$ cat src/rtl/regfile_write_arbiter.sv
// rtl/regfile_write_arbiter.sv - register-bank write-port arbiter: write-back vs debug, forced stall after MAX_WAIT collisions
// Optional ARB_STATS_EN adds o_stall_count (forced-stall cycles, saturating).
module regfile_write_arbiter #(
    parameter int len                  = 32,
    parameter int NB_ADDRESS_REGISTROS = 5,
    parameter int MAX_WAIT             = 4
) (
    input  logic                            i_clk,
    input  logic                            i_reset,
    input  logic                            i_wb_regwrite,
    input  logic [NB_ADDRESS_REGISTROS-1:0] i_wb_reg,
    input  logic [len-1:0]                  i_wb_data,
    input  logic                            i_dbg_req,
    output logic                            o_dbg_ready,
    input  logic [NB_ADDRESS_REGISTROS-1:0] i_dbg_reg,
    input  logic [len-1:0]                  i_dbg_data,
    output logic                            o_dbg_done,
    output logic                            o_stall_req,
    output logic                            o_we,
    output logic [NB_ADDRESS_REGISTROS-1:0] o_waddr,
    output logic [len-1:0]                  o_wdata
`ifdef ARB_STATS_EN
    ,
    output logic [15:0]                     o_stall_count
`endif
);

    typedef enum logic [1:0] {ST_IDLE, ST_WAIT, ST_FORCE} state_t;

    state_t                            state_q, state_d;
    logic [7:0]                        wait_cnt_q, wait_cnt_d;
    logic [NB_ADDRESS_REGISTROS-1:0]   dbg_reg_q, dbg_reg_d;
    logic [len-1:0]                    dbg_data_q, dbg_data_d;
    logic                              we_q, we_d;
    logic [NB_ADDRESS_REGISTROS-1:0]   waddr_q, waddr_d;
    logic [len-1:0]                    wdata_q, wdata_d;
    logic                              done_q, done_d;
    logic                              accept, sel_wb, sel_dbg;

    always_ff @(posedge i_clk) begin
        if (i_reset) begin
            state_q    <= ST_IDLE;
            wait_cnt_q <= '0;
            dbg_reg_q  <= '0;
            dbg_data_q <= '0;
            we_q       <= 1'b0;
            waddr_q    <= '0;
            wdata_q    <= '0;
            done_q     <= 1'b0;
        end else begin
            state_q    <= state_d;
            wait_cnt_q <= wait_cnt_d;
            dbg_reg_q  <= dbg_reg_d;
            dbg_data_q <= dbg_data_d;
            we_q       <= we_d;
            waddr_q    <= waddr_d;
            wdata_q    <= wdata_d;
            done_q     <= done_d;
        end
    end

    assign accept = i_dbg_req & o_dbg_ready;

    always_comb begin
        state_d    = state_q;
        wait_cnt_d = wait_cnt_q;
        dbg_reg_d  = dbg_reg_q;
        dbg_data_d = dbg_data_q;
        case (state_q)
            ST_IDLE: begin
                if (accept) begin
                    dbg_reg_d  = i_dbg_reg;
                    dbg_data_d = i_dbg_data;
                    wait_cnt_d = '0;
                    state_d    = ST_WAIT;
                end
            end
            ST_WAIT: begin
                if (!i_wb_regwrite) begin
                    state_d = ST_IDLE;
                end else begin
                    wait_cnt_d = wait_cnt_q + 8'd1;
                    if (wait_cnt_q == 8'(MAX_WAIT - 1)) state_d = ST_FORCE;
                end
            end
            ST_FORCE: state_d = ST_IDLE;
            default:  state_d = ST_IDLE;
        endcase
    end

    // Stall is combinational from state so the pipeline holds in the very cycle debug owns the port.
    always_comb begin
        o_dbg_ready = (state_q == ST_IDLE);
        o_stall_req = (state_q == ST_FORCE);
        sel_dbg     = (state_q == ST_FORCE) || ((state_q == ST_WAIT) && !i_wb_regwrite);
        sel_wb      = (state_q != ST_FORCE) && i_wb_regwrite;
    end

    always_comb begin
        we_d    = 1'b0;
        waddr_d = waddr_q;
        wdata_d = wdata_q;
        done_d  = 1'b0;
        if (sel_dbg) begin
            we_d    = (dbg_reg_q != '0);
            waddr_d = dbg_reg_q;
            wdata_d = dbg_data_q;
            done_d  = 1'b1;
        end else if (sel_wb) begin
            we_d    = (i_wb_reg != '0);
            waddr_d = i_wb_reg;
            wdata_d = i_wb_data;
        end
    end

    assign o_we       = we_q;
    assign o_waddr    = waddr_q;
    assign o_wdata    = wdata_q;
    assign o_dbg_done = done_q;

`ifdef ARB_STATS_EN
    logic [15:0] stall_count_q, stall_count_d;

    always_comb begin
        stall_count_d = stall_count_q;
        if (state_q == ST_FORCE && stall_count_q != 16'hFFFF) stall_count_d = stall_count_q + 16'd1;
    end

    always_ff @(posedge i_clk) begin
        if (i_reset) stall_count_q <= '0;
        else         stall_count_q <= stall_count_d;
    end

    assign o_stall_count = stall_count_q;
`endif

endmodule

$ cat config.mk
export PLATFORM = sky130hd
export DESIGN_NAME = regfile_write_arbiter
export DESIGN_NICKNAME = d
export VERILOG_FILES = /design/src/rtl/regfile_write_arbiter.sv
export SDC_FILE = /design/constraint.sdc
export NUM_CORES = 1
export LEC_CHECK = 0
export CORE_ASPECT_RATIO = 0.5
export CORE_MARGIN = 2
export CORE_UTILIZATION = 30
export CTS_CLUSTER_SIZE = 8
export DETAILED_ROUTE_END_ITERATION = 10
export PLACE_DENSITY_LB_ADDON = 0.08
export SETUP_SLACK_MARGIN = 0.5
export SLEW_MARGIN = 20
export SYNTH_ARGS = -nofsm -noshare
export SYNTH_HDL_FRONTEND = slang
export SYNTH_SLANG_ARGS = --single-unit
$ cat constraint.sdc
create_clock -name i_clk -period 2.1 [get_ports i_clk]
set_input_delay 0.21 -clock i_clk [delete_from_list [all_inputs] [get_ports i_clk]]
set_output_delay 0.21 -clock i_clk [all_outputs]
set_load 0.005 [all_outputs]
==> results.txt <==
----------------------------------------------------
[CTS]
  Number of clock sinks ... 86
  Clock latency on the worst-skew pair ... roughly 0.34 ns
  Cts bufs inserted ... 9
  Clock tree from TritonCTS ... done
  Register clock-pin slew on the reported worst setup and hold paths ... roughly 0.06 ns
  Root Driver ... clkbuf_16
  Maximum level of the CTS H-tree ... 3
  Deepest clock path buffer count ... 2

[Route]
  Number of DRC violations after detailed routing ... 0
  Via density ... 5.04
  Total detailed-routing wirelength ... about 11 mm
  DR iter-0 viols ... ~130
  Number of nets still failing antenna checks after routing ... 0
  Routed wirelength normalized by instance count ... between 15 and 20 um
  Via count ... approximately 3500
  Initial DRT Pass Iterations ... 4

[Timing]
  Number of hold violations in the final report ... 0
  Setup tns final ... 0 ns
  Count of pins over their slew limit ... 0
  Final count of negative-setup-slack endpoints ... 0
  Final Critical Period ... approximately 1.5 ns
  Final critical-path setup slack ... between 0.5 and 0.6 ns
  Skew final ... roughly 0.0070 ns
  Final hold slack ... around 0.36 ns
  Slew margin rel. ... between 70% and 80%
  Fmax ... around 650 MHz
  RSZ-0062 raised after global routing ... false
  Share of the cycle needed by the critical path after routing ... between 70% and 80%
  Slew at the pin with the worst max-slew slack ... 0.444 ns

[Worst setup path]
  Type of origin of the critical path ... flop
  Type of destination of the critical path ... flop
  Critical path peak fanout ... 5
  Reg2Reg Launch Point ... wait_cnt_q[0]
  Critical path required time ... 2.31 ns
  Setup Crit Path Kind ... flop to flop
  Capturing point of the worst reg2reg path ... state_q[0]
  Crit path launch ... wait_cnt_q[0]
  WP data arrival ... 1.75 ns
  R2r setup slk ... between 0.5 and 0.6 ns
  FF-to-FF path depth ... 4
  CP endpoint ... state_q[0]

[Yosys]
  Mapped Nets ... around 480
  Yosys Warn Count ... 0
  Share of synthesized flip-flops with an asynchronous set or reset ... 0%
  Mapped Area ... between 3000 and 4000 um2
  Primary flip-flop cell chosen by synthesis mapping ... dfxtp_1
  Netlist cell types ... 41
  Number of storage elements in the synthesis netlist ... 86
  Synthesized netlist cell count ... between 400 and 500
  Share of synthesized area occupied by flip-flops and latches ... 46.7%
  Post-synth EDFFs ... 0
  Syn avg cell area ... ~9.2 um2

[Power and ir drop]
  Worst IR drop on VDD ... 324 uV
  Overall power after layout ... approximately 4 mW
  Leakage power ... 1.94 nW
  Total power divided by cell area ... around 740 nW/um2

[Layout]
  Layout overhead on the synthesized area ... 47.9%
  Final std cell area, no fill ... 5450 um2
  Number of nets in the layout ... around 590
  Most frequent standard cell in the layout excluding fill and tap cells ... clkdlybuf4s50_1
  Post-route insts no fill ... 685
  Count of antenna diodes in the layout ... 0
  Final core area utilization ... ~46%
  Most used cells in the layout excluding fill and tap cells ... 115 x clkdlybuf4s50_1, 82 x dfxtp_1, 79 x nand2_1
  Layout cell share with drive strength beyond 1 ... a little under an eighth

[Place]
  Worst slack after detailed placement ... between 0.2 and 0.3 ns
  Cells after DPL ... between 600 and 700
  IO buf count ... between 100 and 150
  Placed inst area ... about 5100 um2
  Gpl congestion ... 0.749
  Post-detail-place hpwl ... 7.51 mm

[Global route]
  Gr ovfl total ... 0
  Maximum number of pins on one net before global-route repair ... 36
  Global-route wire length before repair ... approximately 18 mm
  Initial antenna violation count ... 0
  Gr usage total ... 17.4%
  Number of global-route vias before repair ... about 3400

[Floorplan]
  Die H ... between 80 and 90 um
  Effective utilization at floorplan ... 30.9%
  Count of pins on the block boundary ... between 100 and 150
  Std-Cell Rows ... 28
  Total Die Area ... between 10000 and 15000 um2
  Area inside the core boundary ... about 12000 um2
  Die Width ... around 160 um

[Hold path]
  Min-delay worst type ... input port to flop

[Job]
  Number of violations of the max-capacitance limit ... 0

[Outcome]
  Result of the run ... finished clean

----------------------------------------------------
[kinds of logic after synthesis]
logic type	synth area share, %
AO/OA/AOI/OAI	29.9
flip-flops	46.7
buffers and inverters	6.49
AND/OR/NAND/NOR	15.8
adder cells (fa/ha/maj)	0.340
multiplexers	0.543
XOR/XNOR	0.238
[sequential cells by signal, summed over array words and instances, names as in the netlist]
| register | count |
|---|---|
| o_we | 1 |
| o_waddr | 5 |
| dbg_reg_q | 5 |
| state_q | 2 |
| dbg_data_q | 32 |
| o_wdata | 32 |
| wait_cnt_q | 8 |
| o_dbg_done | 1 |
[worst max-delay path, cell delays in order, from the launching register on]
cell     delay (ns)
dfxtp_2        0.36
ha_2           0.22
or4b_2         0.61
o21ai_1        0.15
a21oi_1        0.08
[layer usage]
metal | global-route usage (%) | wire length, um
met2 | 28.0 | 4740
met4 | 4.20 | 110
met1 | 23.1 | 5690
met5 | 0 | 0
met3 | 5.34 | 683
[power by group]
| part | internal [mW] | switching (mW) | total [mW] | leakage, nW |
|---|---|---|---|---|
| clock network | 0.838 | 0.682 | 1.52 | 0.123 |
| logic | 0.409 | 0.274 | 0.683 | 1.11 |
| registers | 1.74 | 0.0636 | 1.80 | 0.712 |
[cell usage after synthesis, drive strengths merged (2+ instances only)]
master / n / area share, %
o31a: 25 / 5.9
nor2b: 11 / 1.9
or4: 4 / 0.82
buf: 15 / 2.7
o221a: 38 / 12
a221oi: 10 / 2.4
clkbuf: 23 / 2.3
or3: 4 / 0.68
o21ai: 2 / 0.27
nor2: 4 / 0.41
o31ai: 3 / 0.61
inv: 14 / 1.4
nor4: 2 / 0.34
a21oi: 44 / 6.0
a31oi: 11 / 1.9
nand2b: 5 / 1.1
dfxtp: 86 / 47
mux2i: 2 / 0.54
nand2: 79 / 8.1
nand3: 3 / 0.41
nand4b: 3 / 0.71
[area by class of cell]
class                   instances  area (um2)
fillers                      1205        6460
clock inverters                 6        46.3
flip-flops and latches         86        1730
clock buffers                  10         239
repair buffers                140        1430
inverters                      14        57.6
well taps                     165         206
multi-input cells             264        1740
[timing repair]
item / 4_1_cts / 5_1_grt
endpoints found under the setup margin: 80 / 44
gates resized for setup: 14 / 6
pin swaps: 0 / 2
setup buffers: 0 / 1
hold buffers: 0 / 0
[worst min-delay path by stage]
stage / slack (ns) / to / cells past startpoint / from
finish: 0.36 / wait_cnt_q[1] / 3 / i_reset
global route: 0.37 / dbg_data_q[26] / 3 / i_reset
CTS: 0.35 / wait_cnt_q[0] / 3 / i_reset
detailed placement: 0.45 / dbg_data_q[24] / 2 / dbg_data_q[24]
global placement: 0.44 / dbg_data_q[4] / 2 / dbg_data_q[4]
floorplan: 0.35 / dbg_data_q[0] / 2 / i_dbg_data[0]
Power figures use the tool's default switching activity.
